<file path="src/rtl/hc_pkg.sv">
// Shared types and derived-parameter rules for the Han-Carlson adder pipeline.
package hc_pkg;

  localparam int unsigned MinWidth    = 4;
  localparam int unsigned MaxWidth    = 128;
  localparam int unsigned LatOverhead = 3;

  typedef struct packed {
    logic g;
    logic p;
  } gp_t;

  function automatic bit is_pow2(int unsigned n);
    return (n != 0) && ((n & (n - 1)) == 0);
  endfunction

  function automatic int unsigned hc_lvls(int unsigned w);
    return $clog2(w);
  endfunction

  // Stage 0, pair stage and the two carry/sum stages on top of the odd-bit tree.
  function automatic int unsigned hc_lat(int unsigned w);
    return $clog2(w) + LatOverhead;
  endfunction

endpackage

</file>
<file path="src/rtl/hc_prefix_cell.sv">
// Black prefix cell; a grey cell is the same cell with p_o left unused downstream.
module hc_prefix_cell (
  input  logic gh_i,
  input  logic ph_i,
  input  logic gl_i,
  input  logic pl_i,
  output logic g_o,
  output logic p_o
);

  assign g_o = gh_i | (ph_i & gl_i);
  assign p_o = ph_i & pl_i;

endmodule

</file>
<file path="src/rtl/hc_adder_pipe.sv">
// Fully pipelined Han-Carlson adder/subtractor with a single global advance enable.
module hc_adder_pipe
  import hc_pkg::*;
#(
  parameter int unsigned WIDTH = 16
) (
  input  logic             clk,
  input  logic             rst,
  input  logic             in_valid,
  output logic             in_ready,
  input  logic [WIDTH-1:0] a,
  input  logic [WIDTH-1:0] b,
  input  logic             cin,
  input  logic             sub,
  output logic             out_valid,
  input  logic             out_ready,
  output logic [WIDTH-1:0] sum,
  output logic             cout,
  output logic             ovf
);

  localparam int unsigned LVLS = hc_lvls(WIDTH);
  localparam int unsigned LAT  = hc_lat(WIDTH);
  localparam int unsigned Half = WIDTH / 2;

  if (!is_pow2(WIDTH) || WIDTH < MinWidth || WIDTH > MaxWidth) begin : g_bad_width
    $error("hc_adder_pipe: WIDTH must be a power of two in 4..128");
  end

  logic             adv;
  logic [LAT-1:0]   valid_d, valid_q;
  logic [WIDTH-1:0] b_eff;
  logic [WIDTH-1:0] s0_g_d, s0_g_q, s0_p_d, s0_p_q;
  logic             s0_c0_d, s0_c0_q;
  logic [Half-1:0]  even_g;
  logic [Half-1:0]  cell_g [LVLS];
  logic [Half-1:0]  cell_p [LVLS];
  gp_t  [Half-1:0]  grp_d  [LVLS];
  gp_t  [Half-1:0]  grp_q  [LVLS];
  logic [WIDTH-1:0] dly_p_d  [LVLS];
  logic [WIDTH-1:0] dly_p_q  [LVLS];
  logic [Half-1:0]  dly_ge_d [LVLS];
  logic [Half-1:0]  dly_ge_q [LVLS];
  logic [LVLS-1:0]  dly_c0_d, dly_c0_q;
  logic [WIDTH-1:0] c_d, c_q, cp_d, cp_q;
  logic             cc0_d, cc0_q;
  logic [WIDTH-1:0] sum_d, sum_q;
  logic             cout_d, cout_q, ovf_d, ovf_q;
  logic             unused_p;

  assign adv       = ~valid_q[LAT-1] | out_ready;
  assign in_ready  = adv;
  assign out_valid = valid_q[LAT-1];
  assign sum       = sum_q;
  assign cout      = cout_q;
  assign ovf       = ovf_q;

  always_comb begin
    b_eff     = sub ? ~b : b;
    s0_c0_d   = sub | cin;
    s0_p_d    = a ^ b_eff;
    s0_g_d    = a & b_eff;
    // Carry-in enters the tree as part of bit 0's generate.
    s0_g_d[0] = (a[0] & b_eff[0]) | (s0_p_d[0] & s0_c0_d);
  end

  // Pair stage: bits (2j+1, 2j) collapse into one odd group term.
  for (genvar j = 0; j < Half; j++) begin : g_pair
    hc_prefix_cell u_cell (
      .gh_i(s0_g_q[2*j+1]),
      .ph_i(s0_p_q[2*j+1]),
      .gl_i(s0_g_q[2*j]),
      .pl_i(s0_p_q[2*j]),
      .g_o (cell_g[0][j]),
      .p_o (cell_p[0][j])
    );
  end

  for (genvar l = 1; l < LVLS; l++) begin : g_lvl
    localparam int Span = 1 << (l - 1);
    for (genvar j = 0; j < Half; j++) begin : g_bit
      if (j >= Span) begin : g_cell
        hc_prefix_cell u_cell (
          .gh_i(grp_q[l-1][j].g),
          .ph_i(grp_q[l-1][j].p),
          .gl_i(grp_q[l-1][j-Span].g),
          .pl_i(grp_q[l-1][j-Span].p),
          .g_o (cell_g[l][j]),
          .p_o (cell_p[l][j])
        );
      end else begin : g_pass
        assign cell_g[l][j] = grp_q[l-1][j].g;
        assign cell_p[l][j] = grp_q[l-1][j].p;
      end
    end
  end

  always_comb begin
    for (int unsigned l = 0; l < LVLS; l++) begin
      for (int unsigned j = 0; j < Half; j++) begin
        grp_d[l][j] = '{g: cell_g[l][j], p: cell_p[l][j]};
      end
    end
  end

  always_comb begin
    for (int unsigned i = 0; i < Half; i++) begin
      even_g[i] = s0_g_q[2*i];
    end
    dly_p_d[0]  = s0_p_q;
    dly_ge_d[0] = even_g;
    dly_c0_d[0] = s0_c0_q;
    for (int unsigned k = 1; k < LVLS; k++) begin
      dly_p_d[k]  = dly_p_q[k-1];
      dly_ge_d[k] = dly_ge_q[k-1];
      dly_c0_d[k] = dly_c0_q[k-1];
    end
  end

  // Odd carries come straight from the tree; even ones need one more grey cell.
  always_comb begin
    c_d    = '0;
    c_d[0] = dly_ge_q[LVLS-1][0];
    for (int unsigned i = 0; i < Half; i++) begin
      c_d[2*i+1] = grp_q[LVLS-1][i].g;
    end
    for (int unsigned i = 1; i < Half; i++) begin
      c_d[2*i] = dly_ge_q[LVLS-1][i] | (dly_p_q[LVLS-1][2*i] & grp_q[LVLS-1][i-1].g);
    end
    cp_d  = dly_p_q[LVLS-1];
    cc0_d = dly_c0_q[LVLS-1];
  end

  always_comb begin
    sum_d   = cp_q ^ {c_q[WIDTH-2:0], cc0_q};
    cout_d  = c_q[WIDTH-1];
    ovf_d   = c_q[WIDTH-1] ^ c_q[WIDTH-2];
    valid_d = {valid_q[LAT-2:0], in_valid};
  end

  // Complete-group propagates are never needed once the tree is done.
  always_comb begin
    unused_p = 1'b0;
    for (int unsigned j = 0; j < Half; j++) begin
      unused_p = unused_p ^ grp_q[LVLS-1][j].p;
    end
  end

  always_ff @(posedge clk or posedge rst) begin
    if (rst) begin
      valid_q  <= '0;
      s0_g_q   <= '0;
      s0_p_q   <= '0;
      s0_c0_q  <= 1'b0;
      grp_q    <= '{default: '0};
      dly_p_q  <= '{default: '0};
      dly_ge_q <= '{default: '0};
      dly_c0_q <= '0;
      c_q      <= '0;
      cp_q     <= '0;
      cc0_q    <= 1'b0;
      sum_q    <= '0;
      cout_q   <= 1'b0;
      ovf_q    <= 1'b0;
    end else if (adv) begin
      valid_q  <= valid_d;
      s0_g_q   <= s0_g_d;
      s0_p_q   <= s0_p_d;
      s0_c0_q  <= s0_c0_d;
      grp_q    <= grp_d;
      dly_p_q  <= dly_p_d;
      dly_ge_q <= dly_ge_d;
      dly_c0_q <= dly_c0_d;
      c_q      <= c_d;
      cp_q     <= cp_d;
      cc0_q    <= cc0_d;
      sum_q    <= sum_d;
      cout_q   <= cout_d;
      ovf_q    <= ovf_d;
    end
  end

endmodule
</file>
<file path="config.mk">
export PLATFORM = sky130hd
export DESIGN_NAME = hc_adder_pipe
export DESIGN_NICKNAME = d
export VERILOG_FILES = /design/src/rtl/hc_pkg.sv /design/src/rtl/hc_prefix_cell.sv /design/src/rtl/hc_adder_pipe.sv
export SDC_FILE = /design/constraint.sdc
export NUM_CORES = 1
export LEC_CHECK = 0
export CAP_MARGIN = 10
export CORE_MARGIN = 5
export CORE_UTILIZATION = 45
export CTS_CLUSTER_DIAMETER = 80
export CTS_CLUSTER_SIZE = 10
export DETAILED_ROUTE_END_ITERATION = 8
export GPL_TIMING_DRIVEN = 0
export MAX_ROUTING_LAYER = met4
export PLACE_DENSITY = 0.63
export SLEW_MARGIN = 40
export SYNTH_ARGS = -nofsm -noshare
export SYNTH_HDL_FRONTEND = slang
export SYNTH_SLANG_ARGS = --single-unit
</file>
<file path="constraint.sdc">
create_clock -name clk -period 8.8 [get_ports clk]
set_input_delay 1.32 -clock clk [delete_from_list [all_inputs] [get_ports clk]]
set_output_delay 1.32 -clock clk [all_outputs]
set_load 0.005 [all_outputs]
</file>
==> results of run 1 <==
kinds of logic (layout without fill, tap and decap cells):
logic type      after synthesis  in the layout
mux                         188            188
xor+xnor                     33             33
fa+ha+maj                    16             16
buf+inv                      42            128
compound gates               84             84
simple gates                 71             71
flops                       240            240
per-stage QoR:
step	utilization	setup WS, ns	setup TNS, ns	instances	hold WS [ns]
global route	0.530	4.10	0	1045	0.487
finish	0.530	4.19	0	1045	0.459
detailed placement	0.500	4.18	0	1018	0.449
floorplan	-	0.892	0	674	0.435
global placement	0.496	-1.75	-417.00	1015	0.448
CTS	0.530	4.15	0	1045	0.464
state kept, by name (all words and copies together) (netlist names):
register,flops
dly_ge_q,7
c_q,16
s0_c0_q,1
sum,16
dly_ge_d,24
cout,1
s0_g_q,16
ovf,1
grp_q,34
cp_q,16
s0_p_q,16
c_d,9
cp_d,16
valid_q,7
dly_c0_q,4
dly_p_d,48
cell_g,7
cc0_q,1
worst max-delay path: cells and delay by family:
family                 cells  cell delay (ns)
buffers and inverters      6             1.86
and+or+nand+nor            1             0.10
area by class of cell:
cell class | instances | share of cell area
plain buffers | 39 | 0.0236
clock buffers | 27 | 0.0564
inverters | 3 | 0.00157
multi-input cells | 392 | 0.333
flip-flops and latches | 240 | 0.502
well taps | 285 | 0.0298
repair buffers | 59 | 0.0537
final timing paths:
check	start	endpoint	cells past startpoint
worst max-delay path	out_ready	in_ready	7
worst min-delay path	valid_q[5]	valid_q[6]	1
worst max register to register	valid_q[6]	s0_g_q[13]	7
worst min register to register	valid_q[5]	valid_q[6]	1
max in group asynchronous	rst	valid_q[0]	4
min in group asynchronous	rst	sum[5]	2
power by group:
| group | total (mW) | internal, mW | switching (mW) |
|---|---|---|---|
| sequential | 1.98 | 1.61 | 0.373 |
| clock | 0.911 | 0.534 | 0.377 |
| combinational | 1.34 | 0.874 | 0.463 |
| total | 4.23 | 3.02 | 1.21 |
cells in the mapped netlist:
cell      number
a21oi_1       33
a31oi_1        1
buf_2          7
buf_6         17
clkbuf_1      15
dfrtp_1      240
ha_1          16
inv_1          2
inv_2          1
mux2_1         6
mux2_2        52
mux2_4       130
nand2_1       17
nand2b_1       1
nand3b_1      49
nor2_1         1
nor2b_4        1
nor3b_1        2
o21ai_0       50
xor2_1        33
routing by layer:
layer	vias to the layer above	wire [µm]	share of wire	track usage
met4	0	371	0.019	0.0376
met3	28	732	0.037	0.0209
met5	-	0	0	-
met2	103	9230	0.47	0.255
li1	2553	-	-	-
met1	2727	9360	0.48	0.216
==> results.cfg, run 1 <==
[power]
total_leakage_power_nw = 5.52
finalPower_mw = 4.23
power_density_nw_per_um2 = 353
ir_worst_vdd_mv = 0.135

[min_path]
worstHoldPathType = register to register

[critical_path]
cp_data_arrival_time_ns = 3.29
worst_setup_path_start_kind = input pin
path_common_cell = buf_6
ff2ff_setup_slack_ns = 6.99
crit_chain = clkdlybuf4s50_1 -> nor2b_4 -> buf_6 -> inv_2 -> buf_6 -> buf_6 -> clkdlybuf4s50_1
worstSetupEndpointType = output port
cp_slowest_cell = clkdlybuf4s50_1
worst_path_largest_cell_delay_ns = 0.73
worstPathMaxFanout = 10
cp.required_ns = 7.48
crit_type = input pin to output port

[grt]
track_usage = 0.158
antenna_found_initial = 0
gr-total-overflow = 0
grt_pass1_vias = 5850
grt_pass1_wl_mm = 32.5
grt_max_degree = 85

[timing]
worst_pin_slew_ns = 0.720
post-route-period-util = 0.524
slew_headroom = 0.520
period_minus_slack_ns = 4.61
fin_worst_skew_ns = 0.00520
timing.final.hold_violations = 0
maxSlewViolCount = 0
fmax_mhz = 217
setup_viol = 0
rsz0062_at_grt = false

[finish]
final_cell_mix = 240 x dfrtp_1, 130 x mux2_4, 56 x clkdlybuf4s50_1, 52 x mux2_2, 50 x o21ai_0
layout_commonest_cell = dfrtp_1
multi_input_area_um2 = 3990
area_growth_pct = 16.4
antenna_cells = 0
layout-drive-gt1-share = 0.314
register_area_um2 = 6010
fin_area_um2 = 12000
fillers = 1870
nNetsFinal = 816

[logic_synthesis]
ys_seq_area_frac = 0.584
synth_xor_area_frac = 0.0281
syn_nets = 728
yosys_warnings = 0
synthAdderAreaFrac = 0.0195
synth_simple_gate_area_frac = 0.0457
synth_top_cell_by_area = dfrtp_1
ys_top_cells_by_area = dfrtp_1 58%, mux2_4 19%, mux2_2 5.7%
ys_types = 20
synth_area_um2 = 10300
netlist_instances = 674
synth_top_family_by_area = multiplexers
synth_mux_area_frac = 0.253
synth-compound-area-share = 0.0410
avgSynthCellArea_um2 = 15.3
synth-seq-cells = 240
synth_top_cell_area_share = 0.584

[cts]
worstSkewPairLatency_ns = 0.51
cts_tree = done
cts.repair.resized = 0
cts_setup_buffers = 0
cts_hold_buf = 0
h-tree-depth = 1
clock-root-buffer = clkbuf_16
cts_buffers = 27
cts_buffer_depth = 3
path_clk_slew_ns = 0.05
cts.sinks = 240

[route]
vias_per_cell = 5.18
routedWlPerCell_um = 18.8
drc = 0
dr.pass1.iters = 4
drt_iter0_markers = 261
vias = 5411
drt_wl_total_mm = 19.7
postRouteAntennaNets = 0

[placement]
place_hpwl_mm = 14.2
gp_congestion = 0.772
port_buffers = 56
dpl-instance-area_um2 = 11300

[floorplanning]
core_area_um2 = 22600
fp.dieH_um = 161
die_area_um2 = 26000
rows = 55
start_util = 0.456
ioPinCount = 58
die_w_um = 161

[run]
cap_violations = 0

[run_status]
status = finished, final reports clean
Power figures use the tool's default switching activity.
==> run 2, diff against run 1 <==
==> constraint.sdc (replaced) <==
create_clock -name clk -period 4.8 [get_ports clk]
set_input_delay 0.72 -clock clk [delete_from_list [all_inputs] [get_ports clk]]
set_output_delay 0.72 -clock clk [all_outputs]
set_load 0.005 [all_outputs]
==> run 2 against run 1 <==
Net effect: worst setup slack worse by 2.8 ns; clock-buffer cell count unchanged; clock power up 87%; routed wire length down 0.15%; sequential power up 83%; global-route usage up 0.24 points; combinational power up 84%; largest power group unchanged; highest routed layer unchanged.
==> results.cfg, run 2 (synthesized netlist as in run 1, its figures left out) <==
[run_status]
status = finished, final reports clean

[finish]
antenna_cells = 0
nNetsFinal = 823
layout-drive-gt1-share = 0.322
final_cell_mix = 240 x dfrtp_1, 130 x mux2_4, 56 x clkdlybuf4s50_1, 52 x mux2_2, 50 x o21ai_0
area_growth_pct = 18.0
layout_commonest_cell = dfrtp_1
largest_register_ffs = 48
final_cells = 1053
fillers = 1834

[power]
combPwrFrac = 0.316
total_leakage_power_nw = 5.60
swShare = 0.287
power_frac_seq = 0.466
finalPower_mw = 7.79
clkPwrFrac = 0.218
power_density_nw_per_um2 = 642
ir_worst_vdd_mv = 0.263
switchingPower_mw = 2.24
p_int_mw = 5.55

[cts]
cts.sinks = 240
worstSkewPairLatency_ns = 0.52
cts_tree = done
h-tree-depth = 1
cts_setup_buffers = 0
path_clk_slew_ns = 0.05
cts_hold_buf = 0
cts.repair.resized = 0
clock-root-buffer = clkbuf_16
cts_buffers = 27
cts_buffer_depth = 3

[placement]
dp_cells = 1025
gp_congestion = 0.773
port_buffers = 56
place_hpwl_mm = 14.6
pre_cts_slack_ns = 1.38

[timing]
setup_viol = 0
fin_worst_skew_ns = 0.00735
period_minus_slack_ns = 3.43
rsz0062_at_grt = false
maxSlewViolCount = 0
worst_slack_ns = 1.37
timing.final.hold_violations = 0
fmax_mhz = 291
post-route-period-util = 0.715
slew_headroom = 0.563
worst_pin_slew_ns = 0.655

[route]
vias = 5431
drt_iter0_markers = 250
drt_wl_total_mm = 19.7
postRouteAntennaNets = 0
vias_per_cell = 5.16
dr.pass1.iters = 4
routedWlPerCell_um = 18.7
drc = 0

[grt]
met1_usage = 0.224
gr-total-overflow = 0
grt_pass1_wl_mm = 32.8
grt_pass1_vias = 5877
grt_use_met3 = 0.0260
antenna_found_initial = 0
grt_use_met2 = 0.247
grt_max_degree = 28
grt_busiest_layer = met2
track_usage = 0.160

[floorplanning]
fp.dieH_um = 161
die_area_um2 = 26000
rows = 55
core_area_um2 = 22600
start_util = 0.456
die_w_um = 161
ioPinCount = 58

[critical_path]
cp_data_arrival_time_ns = 2.71
cp_top_family = buffers and inverters
worstPathMaxFanout = 10
crit_type = input pin to output port
worstSetupEndpointType = output port
worst_setup_path_start_kind = input pin
cp_slowest_cell = clkdlybuf4s50_1
crit_buf_inv = 6
cp.required_ns = 4.08
path_common_cell = buf_6
crit_chain = clkdlybuf4s50_1 -> nor2b_4 -> buf_6 -> inv_2 -> buf_6 -> buf_6 -> clkdlybuf4s50_1
worst_path_largest_cell_delay_ns = 0.74

[min_path]
worstHoldPathType = register to register

[run]
cap_violations = 0
run 2: final timing paths:
path,depth (start not counted),slack (ns),endpoint,startpoint
min in group asynchronous,2,0.60,sum[5],rst
worst min register to register,1,0.47,valid_q[6],valid_q[5]
worst max register to register,7,2.97,s0_g_q[10],valid_q[6]
worst max-delay path,7,1.37,in_ready,out_ready
max in group asynchronous,6,3.14,grp_q[62],rst
worst min-delay path,1,0.47,valid_q[6],valid_q[5]
run 2: layout make-up:
| type | instances | area (µm²) | share of cell area |
|---|---|---|---|
| sequential | 240 | 6010 | 0.495 |
| multi-input combinational | 392 | 3990 | 0.328 |
| timing repair buffer | 66 | 806 | 0.0664 |
| clock buffer | 27 | 676 | 0.0557 |
| tap | 285 | 357 | 0.0294 |
| buffer | 39 | 283 | 0.0233 |
| inverter | 3 | 15.0 | 0.00124 |
| clock inverter | 1 | 8.76 | 0.000722 |
run 2: power groups by stage:
stage / clock (mW) / sequential (mW) / combinational, mW
floorplan: 0 / 3.40 / 1.95
CTS: 1.74 / 3.64 / 2.51
global route: 1.83 / 3.75 / 2.68
global placement: 0 / 3.63 / 2.40
detailed placement: 0 / 3.67 / 2.50
finish: 1.70 / 3.63 / 2.46
run 2: stage by stage:
| step | cell area (µm²) | utilization | hold WS (ns) | TNS (ns) |
|---|---|---|---|---|
| floorplan | 10300 | - | 0.435 | 0 |
| global placement | 11200 | 0.497 | 0.448 | -155.08 |
| detailed placement | 11500 | 0.507 | 0.450 | 0 |
| CTS | 12100 | 0.538 | 0.466 | 0 |
| global route | 12100 | 0.538 | 0.485 | 0 |
| finish | 12100 | 0.538 | 0.466 | 0 |
run 2: routing by layer:
| metal | part of all wire | wire (µm) |
|---|---|---|
| met5 | 0 | 0 |
| met2 | 0.47 | 9160 |
| met4 | 0.021 | 404 |
| met3 | 0.050 | 983 |
| met1 | 0.46 | 9110 |
